--- config.mk ---
export PLATFORM = sky130hd
export DESIGN_NAME = parity_frame_tx
export DESIGN_NICKNAME = d
export VERILOG_FILES = /design/src/rtl/parity_frame_tx_pkg.sv /design/src/rtl/parity_frame_tx_baud_tick_gen.sv /design/src/rtl/parity_frame_tx.sv
export SDC_FILE = /design/constraint.sdc
export NUM_CORES = 1
export LEC_CHECK = 0
export BUFFER_PORTS_ARGS = -buffer_cell sky130_fd_sc_hd__buf_2
export CAP_MARGIN = 20
export CORE_AREA = 3 3 67 69
export DETAILED_ROUTE_END_ITERATION = 10
export DIE_AREA = 0 0 70 72
export PLACE_DENSITY = 0.85
export SETUP_SLACK_MARGIN = 0.02
export SYNTH_ARGS = -nofsm -noshare
export SYNTH_HDL_FRONTEND = slang
export SYNTH_SLANG_ARGS = --single-unit
--- constraint.sdc ---
create_clock -name clk -period 4.3 [get_ports clk]
set_input_delay 0.215 -clock clk [delete_from_list [all_inputs] [get_ports clk]]
set_output_delay 0.215 -clock clk [all_outputs]
set_load 0.1 [all_outputs]
--- src/rtl/parity_frame_tx_pkg.sv ---
// Shared types and defaults for the parity frame transmitter.
// Used by parity_frame_tx and baud_tick_gen.
package parity_frame_tx_pkg;

  typedef enum logic [2:0] {
    IDLE   = 3'd0,
    START  = 3'd1,
    DATA   = 3'd2,
    PARITY = 3'd3,
    STOP   = 3'd4
  } tx_state_e;

  localparam int DEFAULT_DATA_W       = 32;
  localparam int DEFAULT_CLKS_PER_BIT = 16;
  localparam int DEFAULT_STOP_BITS    = 1;

endpackage

--- src/rtl/parity_frame_tx_baud_tick_gen.sv ---
// Per-state cycle counter: raises bit_tick on the cycle the count hits term_cnt,
// and restarts from zero on a tick, on a state change, or while disabled.
module baud_tick_gen
  import parity_frame_tx_pkg::*;
#(
  parameter int CNT_W = 4
) (
  input  logic             clk,
  input  logic             rst,
  input  logic             en,
  input  logic             clear,
  input  logic [CNT_W-1:0] term_cnt,
  output logic [CNT_W-1:0] cnt,
  output logic             bit_tick
);

  logic [CNT_W-1:0] cnt_r;

  assign cnt      = cnt_r;
  assign bit_tick = en && (cnt_r == term_cnt);

  // Cycle counter within the current serial bit (or the whole stop period).
  always_ff @(posedge clk or posedge rst) begin
    if (rst) begin
      cnt_r <= '0;
    end else if (!en || clear || bit_tick) begin
      cnt_r <= '0;
    end else begin
      cnt_r <= cnt_r + CNT_W'(1'b1);
    end
  end

endmodule

--- src/rtl/parity_frame_tx.sv ---
// UART-style frame transmitter: start, DATA_W bits LSB-first, parity, stop bit(s).
// Optional macro PARITY_CHECK_EN adds the parity_err input-consistency checker.
module parity_frame_tx
  import parity_frame_tx_pkg::*;
#(
  parameter int DATA_W       = DEFAULT_DATA_W,
  parameter int CLKS_PER_BIT = DEFAULT_CLKS_PER_BIT,
  parameter int STOP_BITS    = DEFAULT_STOP_BITS
) (
  input  logic              clk,
  input  logic              rst,
  input  logic [DATA_W-1:0] data_in,
  input  logic              parity_in,
  input  logic              in_valid,
  output logic              in_ready,
  output logic              tx_serial,
  output logic              busy,
  output logic              frame_done
`ifdef PARITY_CHECK_EN
  ,output logic             parity_err
`endif
);

  localparam int CNT_W = (STOP_BITS * CLKS_PER_BIT > 1) ? $clog2(STOP_BITS * CLKS_PER_BIT) : 1;
  localparam int BIT_W = (DATA_W > 1) ? $clog2(DATA_W) : 1;
  localparam logic [CNT_W-1:0] BIT_TERM  = CNT_W'(CLKS_PER_BIT - 1);
  localparam logic [CNT_W-1:0] STOP_TERM = CNT_W'(STOP_BITS * CLKS_PER_BIT - 1);
  // frame_done is registered, so it is armed one cycle before the final stop cycle.
  localparam logic [CNT_W-1:0] DONE_ARM  = CNT_W'(STOP_BITS * CLKS_PER_BIT - 2);
  localparam logic [BIT_W-1:0] LAST_BIT  = BIT_W'(DATA_W - 1);

  tx_state_e         state_r, next_state_s;
  logic [DATA_W-1:0] shift_r, shift_next_s;
  logic              parity_r;
  logic [BIT_W-1:0]  bit_cnt_r;
  logic              tx_r, tx_next_s;
  logic              in_ready_r, busy_r, frame_done_r, frame_done_next_s;
  logic              xfer_s, state_chg_s, cnt_en_s, bit_tick_s;
  logic [CNT_W-1:0]  term_s, cycle_cnt_s;

  assign state_chg_s = (next_state_s != state_r);
  assign cnt_en_s    = (state_r != IDLE);
  assign term_s      = (state_r == STOP) ? STOP_TERM : BIT_TERM;

  baud_tick_gen #(.CNT_W(CNT_W)) u_baud (
    .clk      (clk),
    .rst      (rst),
    .en       (cnt_en_s),
    .clear    (state_chg_s),
    .term_cnt (term_s),
    .cnt      (cycle_cnt_s),
    .bit_tick (bit_tick_s)
  );

  // Next-state, transfer capture and shift-register update.
  always_comb begin
    next_state_s = state_r;
    shift_next_s = shift_r;
    xfer_s       = 1'b0;
    case (state_r)
      IDLE: begin
        if (in_valid) begin
          next_state_s = START;
          shift_next_s = data_in;
          xfer_s       = 1'b1;
        end else begin
          next_state_s = IDLE;
        end
      end
      START: begin
        if (bit_tick_s) next_state_s = DATA;
        else            next_state_s = START;
      end
      DATA: begin
        if (bit_tick_s) begin
          if (bit_cnt_r == LAST_BIT) begin
            next_state_s = PARITY;
          end else begin
            shift_next_s = shift_r >> 1;
          end
        end else begin
          next_state_s = DATA;
        end
      end
      PARITY: begin
        if (bit_tick_s) next_state_s = STOP;
        else            next_state_s = PARITY;
      end
      STOP: begin
        if (bit_tick_s) next_state_s = IDLE;
        else            next_state_s = STOP;
      end
      default: next_state_s = IDLE;
    endcase
  end

  // Line level for the coming cycle, so tx_serial can be a plain flop.
  always_comb begin
    tx_next_s = 1'b1;
    case (next_state_s)
      IDLE:    tx_next_s = 1'b1;
      START:   tx_next_s = 1'b0;
      DATA:    tx_next_s = shift_next_s[0];
      PARITY:  tx_next_s = parity_r;
      STOP:    tx_next_s = 1'b1;
      default: tx_next_s = 1'b1;
    endcase
  end

  // Arm frame_done so it lands on the last stop cycle.
  always_comb begin
    if ((state_r == STOP) && (cycle_cnt_s == DONE_ARM)) begin
      frame_done_next_s = 1'b1;
    end else begin
      frame_done_next_s = 1'b0;
    end
  end

  // State, datapath and registered outputs.
  always_ff @(posedge clk or posedge rst) begin
    if (rst) begin
      state_r      <= IDLE;
      shift_r      <= '0;
      parity_r     <= 1'b0;
      bit_cnt_r    <= '0;
      tx_r         <= 1'b1;
      in_ready_r   <= 1'b1;
      busy_r       <= 1'b0;
      frame_done_r <= 1'b0;
    end else begin
      state_r      <= next_state_s;
      shift_r      <= shift_next_s;
      parity_r     <= xfer_s ? parity_in : parity_r;
      if (state_chg_s) begin
        bit_cnt_r <= '0;
      end else if ((state_r == DATA) && bit_tick_s) begin
        bit_cnt_r <= bit_cnt_r + BIT_W'(1'b1);
      end else begin
        bit_cnt_r <= bit_cnt_r;
      end
      tx_r         <= tx_next_s;
      in_ready_r   <= (next_state_s == IDLE);
      busy_r       <= (next_state_s != IDLE);
      frame_done_r <= frame_done_next_s;
    end
  end

  assign tx_serial  = tx_r;
  assign in_ready   = in_ready_r;
  assign busy       = busy_r;
  assign frame_done = frame_done_r;

`ifdef PARITY_CHECK_EN
  logic parity_err_r;

  function automatic logic even_parity(input logic [DATA_W-1:0] d);
    return ^d;
  endfunction

  // Flag a source whose parity bit disagrees with its data; the frame still uses parity_in.
  always_ff @(posedge clk or posedge rst) begin
    if (rst) begin
      parity_err_r <= 1'b0;
    end else begin
      parity_err_r <= xfer_s && (even_parity(data_in) != parity_in);
    end
  end

  assign parity_err = parity_err_r;
`endif

endmodule

## After elaboration in Yosys (flattened, before gate mapping)

Index checks and enable logic that the tools add are counted.

| word-level totals | value |
|---|---|
| memories kept | 0 |
| input port bits | 36 |
| word-level logic and storage cells | 57 |
| memory bits (read-only) | 0 |
| register bits | 49 |
| memory bits (writable) | 0 |
| bits in latches | 0 |

| cells by class | value |
|---|---|
| reduce and logical (&&, ||, !) cells | 13 |
| shift-type cells | 0 |
| $lt $le $gt $ge | 0 |
| eq/ne operators | 14 |
| div/mod/pow operators | 0 |
| add/subtract/negate cells | 2 |
| multiply operators | 0 |
| muxes and demuxes | 18 |
| bitwise gates (word level) | 0 |

Operator list:

| operator | number |
|---|---|
| $mux W32 | 3 |
| $pmux W32 S2 | 1 |
| $pmux W3 S5 | 1 |
| $eq A3 B2 Y1 const B | 4 |
| $mux W3 | 4 |
| $mux W5 | 2 |
| $eq A4 B4 Y1 const B | 2 |
| $eq A3 B1 Y1 const B | 2 |
| $logic_not A3 Y1 | 2 |
| $ne A2 B2 Y1 const B | 3 |
| $reduce_bool A3 Y1 | 2 |
| $add A5 B1 Y5 const B | 1 |
| $eq A5 B5 Y1 const B | 1 |
| $add A4 B1 Y4 const B | 1 |
| $mux W1 | 4 |
| $mux W4 | 1 |
| $reduce_and A4 Y1 | 1 |
| $reduce_bool A2 Y1 | 2 |
| $eq A3 B3 Y1 const B | 1 |
| $logic_and A1 B1 Y1 | 3 |
| $ne A3 B3 Y1 | 1 |
| $pmux W1 S3 | 1 |
| $logic_or A1 B1 Y1 | 2 |
| $mux W2 | 1 |
| $logic_not A1 Y1 | 1 |

## Depth between registers and ports, before layout

Gate-level depths: netlist (run 1).

| depth | value |
|---|---|
| word-level depth | 8 |
| mapped depth | 7 |
| depth with buffers taken out | 7 |

## Hierarchy

From an unflattened synthesis (run 1), not the netlist that was laid out.

| second synthesis, totals | value |
|---|---|
| cells, all modules | 224 |
| area total of the unflattened synthesis | 2,257.2 um^2 |

By module, submodules not included:

| module | cells each | instances | area each (um^2) |
|---|---|---|---|
| parity_frame_tx | 200 | 1 | 1,995.7 |
| baud_tick_gen | 24 | 1 | 261.5 |

## Worst setup path after synthesis (run 1)

OpenSTA, ideal clock, no wires.

| timing path | value |
|---|---|
| path type | reg-to-reg |
| start | reg bit_cnt_r[0] |
| end | reg shift_r[10] |
| setup time | 0.064 ns |
| setup slack | 2.479 ns |
| stages on the path, launching flop included | 8 |
| buffers on the path | 1 |
| arrival time | 1.757 ns |
| cells stage by stage | dfrtp_1 ha_1 and3_1 ha_1 nor4_4 buf_6 a22o_1 a21o_1 |

| on the way | value |
|---|---|
| longest elaborated chain between the ends | 3 |

Ends and longest elaborated chain:

| item | RTL line | RTL |
|---|---|---|
| from (decl) | parity_frame_tx.sv:35 | `logic [BIT_W-1:0] bit_cnt_r;` |
| from (signal assigned) | parity_frame_tx.sv:137 | `bit_cnt_r <= bit_cnt_r + BIT_W'(1'b1);` |
| from (signal assigned) | parity_frame_tx.sv:139 | `bit_cnt_r <= bit_cnt_r;` |
| $eq A5 B5 Y1 | parity_frame_tx.sv:76 | `if (bit_cnt_r == LAST_BIT) begin` |
| $ne A2 B2 Y1 (no line) | n/a |  |
| $reduce_and A4 Y1 (no line) | n/a |  |
| to (signal assigned) | parity_frame_tx.sv:132 | `shift_r <= shift_next_s;` |
| to (decl) | parity_frame_tx.sv:33 | `logic [DATA_W-1:0] shift_r, shift_next_s;` |

Every way passes these cells.
A chain may end at the register's enable or synchronous reset.

## Worst setup path after layout (run 1)

| timing path | value |
|---|---|
| start | reg bit_cnt_r[0] |
| end | reg shift_r[26] |

The elaborated chain is that of the path after synthesis.

==> results of run 1 <==
-- worst paths after layout --
| kind | to | slack (ns) | depth (start not counted) |
|---|---|---|---|
| hold / removal | busy$_DFF_PP0_ | 0.13 | 2 |
| setup reg to reg | shift_r[26]$_DFFE_PP0P_ | 1.79 | 7 |
| hold reg to reg | shift_r[17]$_DFFE_PP0P_ | 0.48 | 1 |
| setup / recovery | shift_r[26]$_DFFE_PP0P_ | 1.79 | 7 |
| max in group asynchronous | u_baud.cnt[0]$_DFF_PP0_ | 3.57 | 2 |
| min in group clk | parity_r$_DFFE_PP0P_ | 0.14 | 2 |
-- flip-flops by register name, indices dropped and copies added, names as in the netlist, 3 cells and up --
signal and count:
bit_cnt_r 5, shift_r 32, state_r 3, u_baud.cnt 4
-- power by group --
part | internal (mW) | switching [mW] | total, mW
combinational | 0.232 | 0.255 | 0.487
sequential | 0.662 | 0.167 | 0.830
clock | 0.189 | 0.150 | 0.339
-- metal layers --
metal  track usage  vias to the layer above
met5             0                        -
met2         0.291                       51
met3        0.0568                        6
li1              -                      786
met1         0.246                      807
met4        0.0766                        0
-- worst reg2reg max path: cells and delay by family, from the launching register on --
family                   cells  cell delay [ns]
AO/OA/AOI/OAI                2             0.26
adder cells (fa/ha/maj)      2             0.48
buffers and inverters        1             0.35
flip-flops                   1             0.41
AND/OR/NAND/NOR              2             0.96
-- area by class of cell --
cell class / count / area share
clock buffers: 6 / 0.0315
multi-input cells: 127 / 0.369
repair buffers: 42 / 0.0860
clock inverters: 2 / 0.0143
well taps: 50 / 0.0239
flip-flops and latches: 49 / 0.469
inverters: 4 / 0.00574
-- kinds of logic after synthesis --
kind of cell               count (synthesis)  synth area share
adders and majority gates                  4            0.0217
and+or+nand+nor                           43             0.113
xor gates and xnor gates                   7            0.0266
DFF                                       49             0.534
AOI/OAI and AO/OA                         69             0.239
buffers and inverters                     18            0.0484
muxes                                      4            0.0179
-- cell usage after synthesis (3+ instances only) --
library cell / number
nor3_1: 5
nand3_1: 4
buf_2: 5
xnor2_1: 4
buf_4: 4
inv_1: 4
xor2_1: 3
nand4_1: 4
nor2_1: 16
dfrtp_1: 47
a22o_1: 30
a21o_1: 30
mux2i_1: 3
ha_1: 4
buf_6: 3
==> impl_results.md, run 1 <==
- Pin count of the biggest net entering global routing: 50
- Crit path launch: bit_cnt_r[0]$_DFFE_PP0P_
- Slowest cell delay on critical path: 0.80 ns
- Maximum clock insertion buffer count: 2
- Filler-free cell count of the finished design: 280
- # H-tree levels: 2
- Vias in the first global route: 1615
- P&R area growth vs syn: 13.7%
- Critical path data arrival time: 2.76 ns
- Relative slew slack: 0.348
- Initial DRC Count: 140
- Area occupied by multi-input gates: 966 um^2
- FFs w/ async S/R, synth: 1.00
- Synth top area cells: dfrtp_1, a22o_1, a21o_1
- Number of buffers created by CTS: 5
- CTS Sinks: 49
- Critical Path Source Type: register
- Vias per cell: 5.89
- Crit-path cells: ha_1 -> and3_1 -> ha_1 -> nor4_4 -> buf_4 -> a22o_1 -> a21o_1
- Main synth FF type: dfrtp_1
- Hold_buf cts: 0
- RSZ-0062 raised after global routing: no
- # nets final: 269
- Setup Fix Bufs, Post-CTS: 0
- Min Hold Slack: 0.135 ns
- DR DRC count: 0
- Final Wtd Congestion: 0.839
- Top Family by Delay on Critical Path: simple AND/OR/NAND/NOR gates
- Buf/Inv on CP: 1
- Die Wd: 70 um
- Most frequent cells in the layout: dfrtp_1, buf_2, a22o_1, a21o_1, nor2_1
- Worst clock skew: 0.00443 ns
- Setup TNS: 0 ns
- N_diodes: 0
- Rows: 23
- Synth Cell Area: 2300 um^2
- Highest Signal Layer: met4
- Finished Cell Area: 2620 um^2
- Layout cells sized above 1: 0.265
- Post-cts sizing count: 0
- Met3 wire len: 261 um
- Antenna viol nets, final: 0
- FILL cells: 305
- Power per cell area: 633 nW/um^2
- Total power: 1.66 mW
- EDFF count, synth: 0
- Gr ovfl total: 0
- Slew @ Worst Pin: 0.977 ns
- Syn Area/Cell: 11.9 um^2
- Post-synth top area share: 0.511
- CP Class: register to register
- Wire per inst: 15.7 um
- Crit path top cell by count: ha_1
- Slew Viols, Final: 0
- Max IR drop VDD: 0.390 mV
- Io pins: 40
- Root buffer selected by CTS: clkbuf_8
- Final setup margin: 1.79 ns
- Max cap viols: 0
- Hpwl dp: 3050 um
- Final min period: 2.51 ns
- Wl on met1: 2030 um
- FMAX: 398 MHz
- Post-Synthesis Cells: 194
- Met2 routed wirelength: 2030 um
- Hold WC Path Type: input port to async pin
- Slowest CP cell: nor4_4
- CTS tree: yes
- Core ar.: 3970 um^2
- Area post-placement: 2500 um^2
- Outcome: finished, final reports clean
- Initial antenna violation count: 0
- Unique masters post-synth: 37
- Port bufs: 39
- Storage cell area: 1230 um^2
- Hold violation count in the final report: 0
- DIE AREA: 5040 um^2
- Total Wirelength: 4390 um
- Initial Utilization: 0.580
- Reg-to-Reg Start: bit_cnt_r[0]$_DFFE_PP0P_
- Final Setup Violations: 0
- Post-layout util: 0.659
- Total placed cells including tap cells: 272
- Clock transition at path regs: 0.08 ns
- Post-placement setup slack: 1.79 ns
- Period utilization: 0.584
- Crit path required time: 4.55 ns
- Synth Register Bits: 49
- Total GRT Usage: 0.187
- Via count: 1650
- Crit Path Max Fanout: 17
- Dominant cell type by area after synthesis: dfrtp_1
- Synth warn: 0
- Crit. End Element: register
- Most common cell after layout, fill and taps aside: dfrtp_1
- First-pass GRT wire length: 7430 um
- Leakage: 1.38 nW
- Synth Net Count: 234
- DRT Pass-1 Iters: 4
- Die Y: 72 um
- Clk_lat worst skew: 0.30 ns
- Post-synthesis sequential area ratio: 0.534
(Power assumes the default switching activity.)
==> run 2, diff against run 1 <==
CORE_AREA = 3 3 72 74   (was 3 3 67 69)
DIE_AREA = 0 0 75 77   (was 0 0 70 72)
PLACE_DENSITY = 0.78   (was 0.85)
clock period = 2.05 ns   (was 4.3 ns; I/O delays follow)
==> run 2 against run 1 <==
Compared with the run above: sequential cell count unchanged; critical path type unchanged; critical path depth unchanged; first-iteration DRC count decreased by 44%; highest routed layer unchanged; core utilization decreased by 8.6 points; sequential power increased by 110%.
==> impl_results.md, run 2 (synthesized netlist as in run 1, its figures left out) <==
- Outcome: finished, final reports clean (unchanged)
- Hold WC Path Type: input port to register (was input port to async pin)
- Crit-path cells: ha_1 -> and3_1 -> ha_1 -> nor4_4 -> buf_4 -> a22o_1 -> a21o_1 (unchanged)
- Via count: 1651 (was 1650)
- Power per cell area: 1300 nW/um^2 (was 633 nW/um^2)
- Critical Path Source Type: register (unchanged)
- DR DRC count: 0 (unchanged)
- Relative slew slack: 0.613 (was 0.348)
- Biggest register: shift_r (unchanged)
- Filler-free cell count of the finished design: 290 (was 280)
- FILL cells: 393 (was 305)
- Number of flip-flops under the largest register name: 32 (unchanged)
- # nets final: 275 (was 269)
- Maximum clock insertion buffer count: 2 (unchanged)
- Vias per cell: 5.69 (was 5.89)
- Gr ovfl total: 0 (unchanged)
- Slew Viols, Final: 0 (unchanged)
- Reg-to-Reg Start: bit_cnt_r[0]$_DFFE_PP0P_ (unchanged)
- Total GRT Usage: 0.159 (was 0.187)
- Crit path launch: bit_cnt_r[0]$_DFFE_PP0P_ (unchanged)
- DIE AREA: 5780 um^2 (was 5040 um^2)
- Most frequent cells in the layout: dfrtp_1, buf_2, a22o_1, a21o_1, nor2_1 (unchanged)
- RSZ-0062 raised after global routing: no (unchanged)
- N_diodes: 0 (unchanged)
- Die Wd: 75 um (was 70 um)
- CTS Sinks: 49 (unchanged)
- Final setup margin: 0.149 ns (was 1.79 ns)
- Die Y: 77 um (was 72 um)
- Post-placement setup slack: 0.166 ns (was 1.79 ns)
- Initial Utilization: 0.494 (was 0.580)
- Total power: 3.46 mW (was 1.66 mW)
- Leakage: 1.42 nW (was 1.38 nW)
- Crit path required time: 2.29 ns (was 4.55 ns)
- Hold Startpoint: parity_in
- Total placed cells including tap cells: 281 (was 272)
- Antenna viol nets, final: 0 (unchanged)
- Crit path top cell by count: ha_1 (unchanged)
- Slowest cell delay on critical path: 0.42 ns (was 0.80 ns)
- Worst clock skew: 0.00188 ns (was 0.00443 ns)
- Slowest CP cell: dfrtp_1 (was nor4_4)
- Slew @ Worst Pin: 0.580 ns (was 0.977 ns)
- Port bufs: 39 (unchanged)
- Initial DRC Count: 79 (was 140)
- Final Setup Violations: 0 (unchanged)
- Hold violation count in the final report: 0 (unchanged)
- Max IR drop VDD: 0.590 mV (was 0.390 mV)
- Core ar.: 4660 um^2 (was 3970 um^2)
- DRT Pass-1 Iters: 4 (unchanged)
- Hpwl dp: 2840 um (was 3050 um)
- Max cap viols: 0 (unchanged)
- FMAX: 526 MHz (was 398 MHz)
- Setup TNS: 0 ns (unchanged)
- Layout cells sized above 1: 0.275 (was 0.265)
- Rows: 25 (was 23)
- First-pass GRT wire length: 7110 um (was 7430 um)
- P&R area growth vs syn: 16.0% (was 13.7%)
- Pin count of the biggest net entering global routing: 50 (unchanged)
- CTS tree: yes (unchanged)
- Min Hold Slack: 0.0351 ns (was 0.135 ns)
- Crit Path Max Fanout: 17 (unchanged)
- Period utilization: 0.927 (was 0.584)
- CP Class: register to register (unchanged)
- Critical path data arrival time: 2.14 ns (was 2.76 ns)
- Most common cell after layout, fill and taps aside: dfrtp_1 (unchanged)
- # H-tree levels: 2 (unchanged)
- Number of buffers created by CTS: 5 (unchanged)
- Root buffer selected by CTS: clkbuf_8 (unchanged)
- Final min period: 1.90 ns (was 2.51 ns)
- Initial antenna violation count: 0 (unchanged)
- Wire per inst: 14.5 um (was 15.7 um)
- Total Wirelength: 4210 um (was 4390 um)
- Clk_lat worst skew: 0.30 ns (about the same)
- Vias in the first global route: 1535 (was 1615)
- Final Wtd Congestion: 0.781 (was 0.839)
- Clock transition at path regs: 0.08 ns (about the same)
- Io pins: 40 (unchanged)
- Crit. End Element: register (unchanged)
[run 2: final cells by class]
type | instances | area (um^2) | area share
repair buffers | 48 | 278 | 0.104
flip-flops and latches | 49 | 1230 | 0.460
inverters | 4 | 15.0 | 0.00562
multi-input cells | 127 | 966 | 0.362
well taps | 54 | 67.6 | 0.0253
clock inverters | 1 | 30.0 | 0.0112
clock buffers | 7 | 86.3 | 0.0323
[run 2: repair_timing]
| item | in CTS | in global routing |
|---|---|---|
| setup endpoints to repair | 0 | 0 |
| resized for setup | 0 | 0 |
| endpoints found under the hold margin | 47 | 0 |
| hold buffers | 1 | 0 |
| buffers inserted | 0 | 0 |
[run 2: final timing paths]
path / endpoint / slack (ns) / cells after the start
worst max-delay path: shift_r[6]$_DFFE_PP0P_ / 0.15 / 7
worst min-delay path: parity_r$_DFFE_PP0P_ / 0.04 / 2
worst max register to register: shift_r[6]$_DFFE_PP0P_ / 0.15 / 7
worst min register to register: shift_r[16]$_DFFE_PP0P_ / 0.48 / 1
max in group asynchronous: shift_r[21]$_DFFE_PP0P_ / 1.17 / 4
min in group asynchronous: shift_r[12]$_DFFE_PP0P_ / 0.49 / 4
[run 2: metal layers]
metal | up-vias | wire (um) | track usage | share of wire
met5 | - | 0 | 0 | 0
met4 | 0 | 59 | 0.0587 | 0.014
met3 | 7 | 170 | 0.0315 | 0.040
met2 | 36 | 1960 | 0.225 | 0.47
met1 | 805 | 2020 | 0.240 | 0.48
li1 | 803 | - | - | -
[run 2: report_power, final]
group	leakage [nW]	internal [mW]	switching (mW)	total (mW)
Clock	0.0585	0.398	0.303	0.701
Combinational	0.754	0.499	0.533	1.03
Sequential	0.607	1.39	0.337	1.73
Total	1.42	2.29	1.17	3.46
[run 2: per-stage QoR]
stage | util | area (um^2)
after CTS | 0.573 | 2670
final | 0.573 | 2670
after detailed placement | 0.546 | 2540
after global routing | 0.573 | 2670
after global placement | 0.546 | 2540
after floorplan | - | 2300
[run 2: worst max-delay path, delay by kind of cell (launching register included)]
kind	cells	cell delay (ns)
buffers and inverters	1	0.27
adders and majority gates	2	0.44
AOI/OAI and AO/OA	2	0.25
and+or+nand+nor	2	0.47
DFF	1	0.42
==> run 3, diff against run 2 <==
RECOVER_POWER = 50   (was unset)
==> run 3 against run 2 <==
Compared with the run above: clock power barely moved; via count fell by 0.30%; non-clock buffer count did not move; combinational power barely moved; critical path depth did not move; clock skew barely moved; largest cell class unchanged.
==> impl_results.md, run 3 (synthesized netlist as in run 1, its figures left out) <==
- Finished Cell Area: 2660 um^2 (was 2670 um^2)
- Period utilization: 0.927 (about the same)
- Via count: 1646 (was 1651)
- DIE AREA: 5780 um^2 (unchanged)
- Vias per cell: 5.68 (was 5.69)
- Most common cell after layout, fill and taps aside: dfrtp_1 (unchanged)
- Outcome: finished, final reports clean (unchanged)
- Most frequent cells in the layout: dfrtp_1, buf_2, a22o_1, a21o_1, nor2_1 (unchanged)
- Hold Path End: parity_r$_DFFE_PP0P_ (unchanged)
- Io pins: 40 (unchanged)
- FMAX: 526 MHz (about the same)
- Root buffer selected by CTS: clkbuf_8 (unchanged)
- Worst clock skew: 0.00180 ns (was 0.00188 ns)
- Worst hold stages: 2 (unchanged)
- Die Wd: 75 um (unchanged)
- Initial Utilization: 0.494 (unchanged)
- Leakage: 1.41 nW (was 1.42 nW)
- P&R area growth vs syn: 15.7% (was 16.0%)
- Max IR drop VDD: 0.590 mV (about the same)
- Final Setup Violations: 0 (unchanged)
- Number of flip-flops under the largest register name: 32 (unchanged)
- Biggest register: shift_r (unchanged)
- # H-tree levels: 2 (unchanged)
- Crit path required time: 2.29 ns (about the same)
- Final min period: 1.90 ns (about the same)
- Wire per inst: 14.5 um (about the same)
- Pin count of the biggest net entering global routing: 50 (unchanged)
- Post-layout util: 0.572 (was 0.573)
- Critical Path Source Type: register (unchanged)
- Met3 wire len: 166 um (was 170 um)
- Wl on met1: 2030 um (was 2020 um)
- Die Y: 77 um (unchanged)
- RSZ-0062 raised after global routing: no (unchanged)
- DR DRC count: 0 (unchanged)
- Hold Startpoint: parity_in (unchanged)
- Layout cells sized above 1: 0.263 (was 0.275)
- Setup TNS: 0 ns (unchanged)
- DRT Pass-1 Iters: 4 (unchanged)
- N_diodes: 0 (unchanged)
- Gr ovfl total: 0 (unchanged)
- First-pass GRT wire length: 7110 um (unchanged)
- Crit. End Element: register (unchanged)
- Final Wtd Congestion: 0.781 (unchanged)
- Area post-placement: 2540 um^2 (unchanged)
- Slew @ Worst Pin: 1.16 ns (was 0.580 ns)
- # nets final: 275 (unchanged)
- Total Wirelength: 4210 um (about the same)
- Hold violation count in the final report: 0 (unchanged)
- Initial DRC Count: 80 (was 79)
- RR Endpoint: shift_r[6]$_DFFE_PP0P_ (unchanged)
- Rows: 25 (unchanged)
- Power per cell area: 1300 nW/um^2 (about the same)
- Hold WC Path Type: input port to register (unchanged)
- Total GRT Usage: 0.159 (unchanged)
- Area occupied by multi-input gates: 966 um^2 (unchanged)
- Maximum clock insertion buffer count: 2 (unchanged)
- Critical path data arrival time: 2.14 ns (about the same)
- Hpwl dp: 2840 um (unchanged)
- Met2 routed wirelength: 1960 um (about the same)
- Slew Viols, Final: 0 (unchanged)
- Storage cell area: 1230 um^2 (unchanged)
- Max cap viols: 0 (unchanged)
- Cells on worst reg2reg path: 7 (unchanged)
- Core ar.: 4660 um^2 (unchanged)
- Vias in the first global route: 1535 (unchanged)
- CP Class: register to register (unchanged)
- Clock transition at path regs: 0.08 ns (about the same)
- FILL cells: 396 (was 393)
- Highest Signal Layer: met4 (unchanged)
- CTS Sinks: 49 (unchanged)
- R2R Setup Slk: 0.15 ns (about the same)
- Port bufs: 39 (unchanged)
- Relative slew slack: 0.232 (was 0.613)
- Antenna viol nets, final: 0 (unchanged)
- CTS tree: yes (unchanged)
- Crit Path Max Fanout: 17 (unchanged)
- Initial antenna violation count: 0 (unchanged)
- Number of buffers created by CTS: 5 (unchanged)
- Clk_lat worst skew: 0.30 ns (about the same)
- Reg-to-Reg Start: bit_cnt_r[0]$_DFFE_PP0P_ (unchanged)
==> run 3: repair_timing <==
| action | 4_1_cts | 5_1_grt |
|---|---|---|
| buffers inserted | 0 | 0 |
| hold buffers | 1 | 0 |
| endpoints found under the hold margin | 47 | 0 |
| resized for setup | 0 | 0 |
==> run 3: final cells by class <==
type / count / share of cell area
clock buffers: 7 / 0.0324
repair buffers: 48 / 0.101
well taps: 54 / 0.0254
clock inverters: 1 / 0.0113
multi-input cells: 127 / 0.363
inverters: 4 / 0.00564
flip-flops and latches: 49 / 0.461
==> run 3: worst max path at each step <==
stage                             startpoint                      end  slack (ns)  cells after the start
finish              bit_cnt_r[0]$_DFFE_PP0P_   shift_r[6]$_DFFE_PP0P_        0.15                      7
global route        bit_cnt_r[0]$_DFFE_PP0P_   shift_r[6]$_DFFE_PP0P_        0.03                      7
CTS                 bit_cnt_r[0]$_DFFE_PP0P_   shift_r[6]$_DFFE_PP0P_        0.13                      7
detailed placement  bit_cnt_r[0]$_DFFE_PP0P_   shift_r[6]$_DFFE_PP0P_        0.17                      7
floorplan           bit_cnt_r[0]$_DFFE_PP0P_  shift_r[10]$_DFFE_PP0P_        0.23                      7
global placement    bit_cnt_r[0]$_DFFE_PP0P_   shift_r[5]$_DFFE_PP0P_        0.21                      7
==> run 3: metal layers <==
metal  vias up  global-route usage
met5         -                   0
met4         0              0.0587
met3         7              0.0315
met2        34               0.225
met1       802               0.240
li1        803                   -
==> run 3: power breakdown <==
group	internal, mW	switching (mW)	leakage, nW	total [mW]
logic	0.497	0.534	0.746	1.03
registers	1.39	0.337	0.607	1.73
clock network	0.398	0.303	0.0585	0.701
total	2.28	1.17	1.41	3.46
==> run 3: per-stage QoR <==
stage               power (mW)  setup WS, ns  instances  hold WS [ns]
global placement          2.74         0.205        281         0.293
finish                    3.46         0.149        290        0.0352
floorplan                 2.56         0.229        194         0.254
CTS                       3.50         0.130        290        0.0269
detailed placement        2.78         0.166        281         0.292
global route              3.70        0.0328        290        0.0417
==> run 3: worst max-delay path, cell delays in order (launching register included) <==
cell     delay, ns
dfrtp_1       0.42
ha_1          0.22
and3_1        0.15
ha_1          0.22
nor4_4        0.32
buf_4         0.27
a22o_1        0.16
a21o_1        0.09
